## config.mk

```make
export PLATFORM = sky130hd
export DESIGN_NAME = mips_muldiv_unit
export DESIGN_NICKNAME = d
export VERILOG_FILES = /design/src/rtl/mips_pkg.sv /design/src/rtl/mips_muldiv_unit.sv
export SDC_FILE = /design/constraint.sdc
export NUM_CORES = 1
export LEC_CHECK = 0
export ABC_AREA = 0
export CORE_MARGIN = 2
export CORE_UTILIZATION = 55
export DETAILED_ROUTE_END_ITERATION = 6
export DONT_BUFFER_PORTS = 1
export PLACE_DENSITY = 0.7
export SLEW_MARGIN = 20
export SYNTH_ARGS = -nofsm -noshare
export SYNTH_HDL_FRONTEND = slang
export SYNTH_SLANG_ARGS = --single-unit
```

## constraint.sdc

```tcl
create_clock -name clk -period 9.3 [get_ports clk]
set_input_delay 2.325 -clock clk [delete_from_list [all_inputs] [get_ports clk]]
set_output_delay 2.325 -clock clk [all_outputs]
set_load 0.005 [all_outputs]
```

## src/rtl/mips_pkg.sv

```systemverilog
// Shared types and constants for the MIPS multiply/divide unit.
package mips_pkg;

   typedef enum logic [1:0] {
      OP_MULT  = 2'd0,
      OP_MULTU = 2'd1,
      OP_DIV   = 2'd2,
      OP_DIVU  = 2'd3
   } muldiv_op_t;

   typedef enum logic [1:0] {
      ST_IDLE,
      ST_RUN,
      ST_FIX
   } muldiv_state_t;

   localparam int MULDIV_ITERS = 32;

   // Magnitude of a 32-bit operand; unsigned operands pass through untouched.
   function automatic logic [31:0] mag32(input logic [31:0] v, input logic is_signed);
      return (is_signed && v[31]) ? (~v + 32'd1) : v;
   endfunction

endpackage

```

## src/rtl/mips_muldiv_unit.sv

```systemverilog
// Iterative 33-cycle MULT/MULTU/DIV/DIVU unit owning the HI/LO registers.
// Magnitudes are processed unsigned in a shared 64-bit register; signs are fixed in the last cycle.
module mips_muldiv_unit
   import mips_pkg::*;
(
   input  logic        clk,
   input  logic        rst,
   input  muldiv_op_t  op,
   input  logic        start,
   input  logic [31:0] a,
   input  logic [31:0] b,
   input  logic        mthi,
   input  logic        mtlo,
   input  logic [31:0] wdata,
   output logic        busy,
   output logic        done,
   output logic [31:0] hi,
   output logic [31:0] lo
);

   localparam logic [5:0] LAST_ITER = 6'(MULDIV_ITERS - 1);

   muldiv_state_t state_q;
   muldiv_op_t    op_q;
   logic [5:0]    cnt_q;
   logic [63:0]   acc_q;
   logic [31:0]   opb_q;
   logic          neg_res_q, neg_rem_q, div0_q;
   logic [31:0]   hi_q, lo_q;
   logic          busy_q, done_q;

   logic          is_signed, is_div_q;
   logic [31:0]   a_mag, b_mag;
   logic [32:0]   mul_sum, div_trial;
   logic [63:0]   step_d, prod_d;
   logic [31:0]   quo, rem;
   logic [31:0]   fix_hi_d, fix_lo_d;

   always_comb begin
      is_signed = (op == OP_MULT) || (op == OP_DIV);
      is_div_q  = (op_q == OP_DIV) || (op_q == OP_DIVU);
      a_mag     = mag32(a, is_signed);
      b_mag     = mag32(b, is_signed);

      // Multiply: acc = {partial product, remaining multiplier bits}.
      // Divide:   acc = {partial remainder, dividend bits / quotient bits}.
      mul_sum   = {1'b0, acc_q[63:32]} + (acc_q[0] ? {1'b0, opb_q} : 33'd0);
      div_trial = acc_q[63:31] - {1'b0, opb_q};
      if (!is_div_q)
         step_d = {mul_sum, acc_q[31:1]};
      else if (!div_trial[32])
         step_d = {div_trial[31:0], acc_q[30:0], 1'b1};
      else
         step_d = {acc_q[62:0], 1'b0};

      prod_d = neg_res_q ? (~acc_q + 64'd1) : acc_q;
      quo    = acc_q[31:0];
      rem    = acc_q[63:32];
      if (is_div_q) begin
         // Divide by zero leaves |a| in the remainder, so the dividend-sign fix restores a.
         fix_lo_d = div0_q ? 32'hFFFF_FFFF : (neg_res_q ? (~quo + 32'd1) : quo);
         fix_hi_d = neg_rem_q ? (~rem + 32'd1) : rem;
      end else begin
         fix_hi_d = prod_d[63:32];
         fix_lo_d = prod_d[31:0];
      end
   end

   always_ff @(posedge clk) begin
      if (!rst) begin
         state_q   <= ST_IDLE;
         op_q      <= OP_MULT;
         cnt_q     <= 6'd0;
         acc_q     <= 64'd0;
         opb_q     <= 32'd0;
         neg_res_q <= 1'b0;
         neg_rem_q <= 1'b0;
         div0_q    <= 1'b0;
         hi_q      <= 32'd0;
         lo_q      <= 32'd0;
         busy_q    <= 1'b0;
         done_q    <= 1'b0;
      end else begin
         done_q <= 1'b0;
         case (state_q)
            ST_IDLE: begin
               if (mthi) hi_q <= wdata;
               if (mtlo) lo_q <= wdata;
               if (start) begin
                  op_q      <= op;
                  acc_q     <= {32'd0, a_mag};
                  opb_q     <= b_mag;
                  neg_res_q <= is_signed & (a[31] ^ b[31]);
                  neg_rem_q <= is_signed & a[31];
                  div0_q    <= (b == 32'd0);
                  cnt_q     <= 6'd0;
                  busy_q    <= 1'b1;
                  state_q   <= ST_RUN;
               end
            end
            ST_RUN: begin
               acc_q <= step_d;
               cnt_q <= cnt_q + 6'd1;
               if (cnt_q == LAST_ITER) state_q <= ST_FIX;
            end
            ST_FIX: begin
               hi_q    <= fix_hi_d;
               lo_q    <= fix_lo_d;
               busy_q  <= 1'b0;
               done_q  <= 1'b1;
               state_q <= ST_IDLE;
            end
            default: state_q <= ST_IDLE;
         endcase
      end
   end

   assign busy = busy_q;
   assign done = done_q;
   assign hi   = hi_q;
   assign lo   = lo_q;

endmodule

```

==> flow_summary_export.csv <==
group,metric,value,unit
worst_setup_path,cp_data_required_time,9.63,ns
sta,fmax,223,MHz
floorplan,placeableCoreArea,25100,µm²
clock_tree,cts_made_buffers,17,
sta,post-route-period-util,48.2,%
clock_tree,cts_root_buf,"clkbuf_16",
worst_hold_path,hold_path.class,"register to register",
floorplan,die_w,164,µm
sta,setup_viol,0,
cells_and_area,n_fill_cell,2361,
clock_tree,htreeDepth,4,
drt,vias,13700,
outcome,status,"complete, no violations",
cells_and_area,final_nets,1934,
drt,routed_wl,43700,µm
clock_tree,clk_latency,0.45,ns
global_routing,gr-usage-met2,48.6,%
synthesis,postSynthCellCount,1848,
global_routing,grtUsageMet1,45.9,%
floorplan,die_y,164,µm
placement,portBuffers,0,
placement,gp_congestion,0.971,
flow_run,maxCapViolations,0,
synthesis,synth_edf_count,0,
worst_setup_path,worstSetupPathType,"input port to register",
global_routing,grt_pass1_wl,68400,µm
drt,antenna_left,0,
floorplan,ios,169,
clock_tree,clock-sinks,174,
synthesis,synth_area,14000,µm²
sta,timing_hold_violations_final,0,
drt,drc_errors,0,
synthesis,async_reset_ff_share,0,%
cells_and_area,multiInputGateArea,9900,µm²
synthesis,ys_warn_count,0,
synthesis,synth_area_per_cell,7.60,µm²
global_routing,globalRouteMet3Util,6.89,%
cells_and_area,layout.cells.non_filler,2103,
floorplan,initial_utilization,56.0,%
power_and_ir_drop,power.leakage,0.00607,µW
drt,first_iter_violations,1519,
synthesis,yosysUniqueCellTypes,87,
drt,firstDrtPassIters,6,
global_routing,grt_overflow,0,
clock_tree,clk_pin_slew,0.08,ns
global_routing,grt_max_degree,152,
synthesis,syn-num-nets,2022,
sta,report.final.slew_viol_count,0,
cells_and_area,n_antenna_cell,0,
cells_and_area,seqCellArea,3480,µm²
placement,dpl.cell_count,2071,
synthesis,ys.flop_type,"dfxtp_1",
cells_and_area,drive_gt1_share,5.36,%
sta,setup_tns,0,ns
worst_setup_path,cp.arrival,4.81,ns
worst_setup_path,critPathMaxStageDelay,0.75,ns
synthesis,yosysSeqAreaShare,24.8,%
drt,wl_per_cell,20.8,µm
worst_setup_path,timing.critical_path.cells,"inv_1, ha_1, nand3_1, nor3b_1, nand2_1, nor3_1, a31oi_1, xor2_1, o211a_1",
power_and_ir_drop,peakVddDrop,0.111,mV
synthesis,ys_seq_elements,174,
placement,dp_hpwl,32400,µm
clock_tree,postCtsSetupRepairBufs,0,
global_routing,grt.busiest_layer,"met2",
sta,relSlewSlack,25.4,%
worst_setup_path,slowest_stage,"nor3_1",
clock_tree,cts_tree,"built",
cells_and_area,synthToLayoutAreaGrowth,4.95,%
sta,rsz0062_at_grt,"false",
sta,clock-skew-final,0.0160,ns
cells_and_area,final_util,58.7,%
power_and_ir_drop,power.total,2220,µW
sta,worst_pin_slew,1.12,ns
floorplan,rows,58,
worst_setup_path,end_kind,"register",
worst_setup_path,cp-start-kind,"input port",
power_and_ir_drop,power_density,150,nW/µm²
global_routing,antenna_found_initial,0,
clock_tree,cts_max_path_buffers,2,
clock_tree,ctsHoldBuffers,0,
worst_setup_path,path_max_fanout,6,
drt,drt-vias-per-instance,6.53,
global_routing,grt_pass1_vias,12500,
global_routing,grt_usage,32.2,%
clock_tree,post_cts_resized,0,
floorplan,dieArea,26800,µm²
sta,period_needed,4.48,ns
-- worst max-delay path: cells and delay by family --
kind | cells | cell delay, ns
buffers and inverters | 1 | 0.08
xor gates and xnor gates | 1 | 0.19
and+or+nand+nor | 4 | 1.57
adders and majority gates | 1 | 0.20
AOI/OAI and AO/OA | 2 | 0.44
-- cells in the mapped netlist (6+ instances only) --
| master | number | area share, % |
|---|---|---|
| ha_1 | 69 | 6.1 |
| nor2b_1 | 31 | 1.4 |
| nand2b_1 | 16 | 0.71 |
| a21oi_1 | 149 | 5.3 |
| nand3_1 | 35 | 1.2 |
| buf_2 | 6 | 0.21 |
| o21ai_1 | 22 | 0.78 |
| nand2_1 | 237 | 6.3 |
| o21a_1 | 11 | 0.59 |
| mux2i_1 | 45 | 3.2 |
| or3_1 | 10 | 0.45 |
| inv_1 | 63 | 1.7 |
| a31oi_1 | 18 | 0.80 |
| a21o_1 | 30 | 1.6 |
| mux2_2 | 10 | 0.80 |
| xnor2_1 | 96 | 6.0 |
| nor2_1 | 124 | 3.3 |
| dfxtp_1 | 174 | 25 |
| o31ai_1 | 19 | 1.0 |
| nor4_1 | 11 | 0.49 |
| a21boi_0 | 25 | 1.3 |
| o21bai_1 | 7 | 0.37 |
| o221ai_1 | 46 | 2.9 |
| nor3_1 | 47 | 1.7 |
| and2_1 | 14 | 0.62 |
| a21boi_1 | 7 | 0.37 |
| and3_1 | 37 | 1.6 |
| a22oi_1 | 14 | 0.75 |
| a211oi_1 | 17 | 0.91 |
| clkbuf_1 | 101 | 2.7 |
| xor2_1 | 72 | 4.5 |
| or4_1 | 11 | 0.59 |
| buf_1 | 9 | 0.24 |
| o21ai_0 | 97 | 3.5 |
| o211a_1 | 23 | 1.6 |
| o211ai_1 | 35 | 1.9 |
-- cells by family (layout without fill, tap and decap cells) --
| kind of cell | after synthesis | in the layout | share of synthesized area (%) |
|---|---|---|---|
| and+or+nand+nor | 613 | 613 | 21.1 |
| AOI/OAI and AO/OA | 584 | 584 | 28.1 |
| buffers and inverters | 183 | 108 | 5.06 |
| DFF | 174 | 174 | 24.8 |
| xor gates and xnor gates | 168 | 168 | 10.5 |
| adders and majority gates | 71 | 71 | 6.43 |
| muxes | 55 | 55 | 4.01 |
-- layout make-up --
cell class | count | share of cell area (%)
inverters | 63 | 1.60
multi-input cells | 1491 | 67.1
clock inverters | 15 | 1.31
flip-flops and latches | 174 | 23.6
well taps | 330 | 2.80
repair buffers | 13 | 0.662
clock buffers | 17 | 2.89
-- cells in the final DEF, fill, tap and decap left out, drive strengths merged, types with 17 or more instances in the layout --
master	count
a211oi	17
a21boi	32
a21o	30
a21oi	149
a31oi	18
and3	37
clkbuf	17
dfxtp	174
ha	69
inv	72
mux2i	45
nand2	239
nand3	37
nor2	125
nor2b	31
nor3	48
o211a	23
o211ai	36
o21ai	120
o221ai	46
o31ai	22
xnor2	96
xor2	72
-- registers in the layout (all words and copies together), names as in the netlist --
name       cells
lo            32
acc_q         64
cnt_q          6
neg_rem_q      1
done           1
opb_q         32
op_q           1
busy           1
div0_q         1
neg_res_q      1
hi            32
state_q        2
-- metal layers --
metal,vias to the layer above,share of wire [%]
li1,6520,-
met1,6486,45
met2,654,43
met3,83,9.3
met4,0,2.8
met5,-,0
-- power breakdown --
group	total (µW)	switching [µW]	internal (µW)
clock network	764	373	391
logic	587	354	233
registers	869	70.9	798
-- stage by stage --
step,setup WS [ns],hold WS [ns],instance area (µm²)
after CTS,4.87,0.478,14700
after floorplan,4.90,0.447,14000
final,4.82,0.477,14700
after global routing,4.58,0.487,14700
after global placement,4.58,0.459,14100
after detailed placement,4.42,0.469,14100
-- path summary, 6_finish.rpt --
| kind | start | to | slack, ns | cells after the start |
|---|---|---|---|---|
| max | b[1] | opb_q[28]$_SDFFE_PN0P_ | 4.82 | 9 |
| min | lo[24]$_SDFFE_PN0P_ | lo[24]$_SDFFE_PN0P_ | 0.48 | 2 |
| min reg2reg | lo[24]$_SDFFE_PN0P_ | lo[24]$_SDFFE_PN0P_ | 0.48 | 2 |
| max reg2reg | acc_q[0]$_SDFFE_PN0P_ | acc_q[60]$_SDFFE_PN0P_ | 5.29 | 13 |
Note: power is estimated with default switching activity, not from simulation.
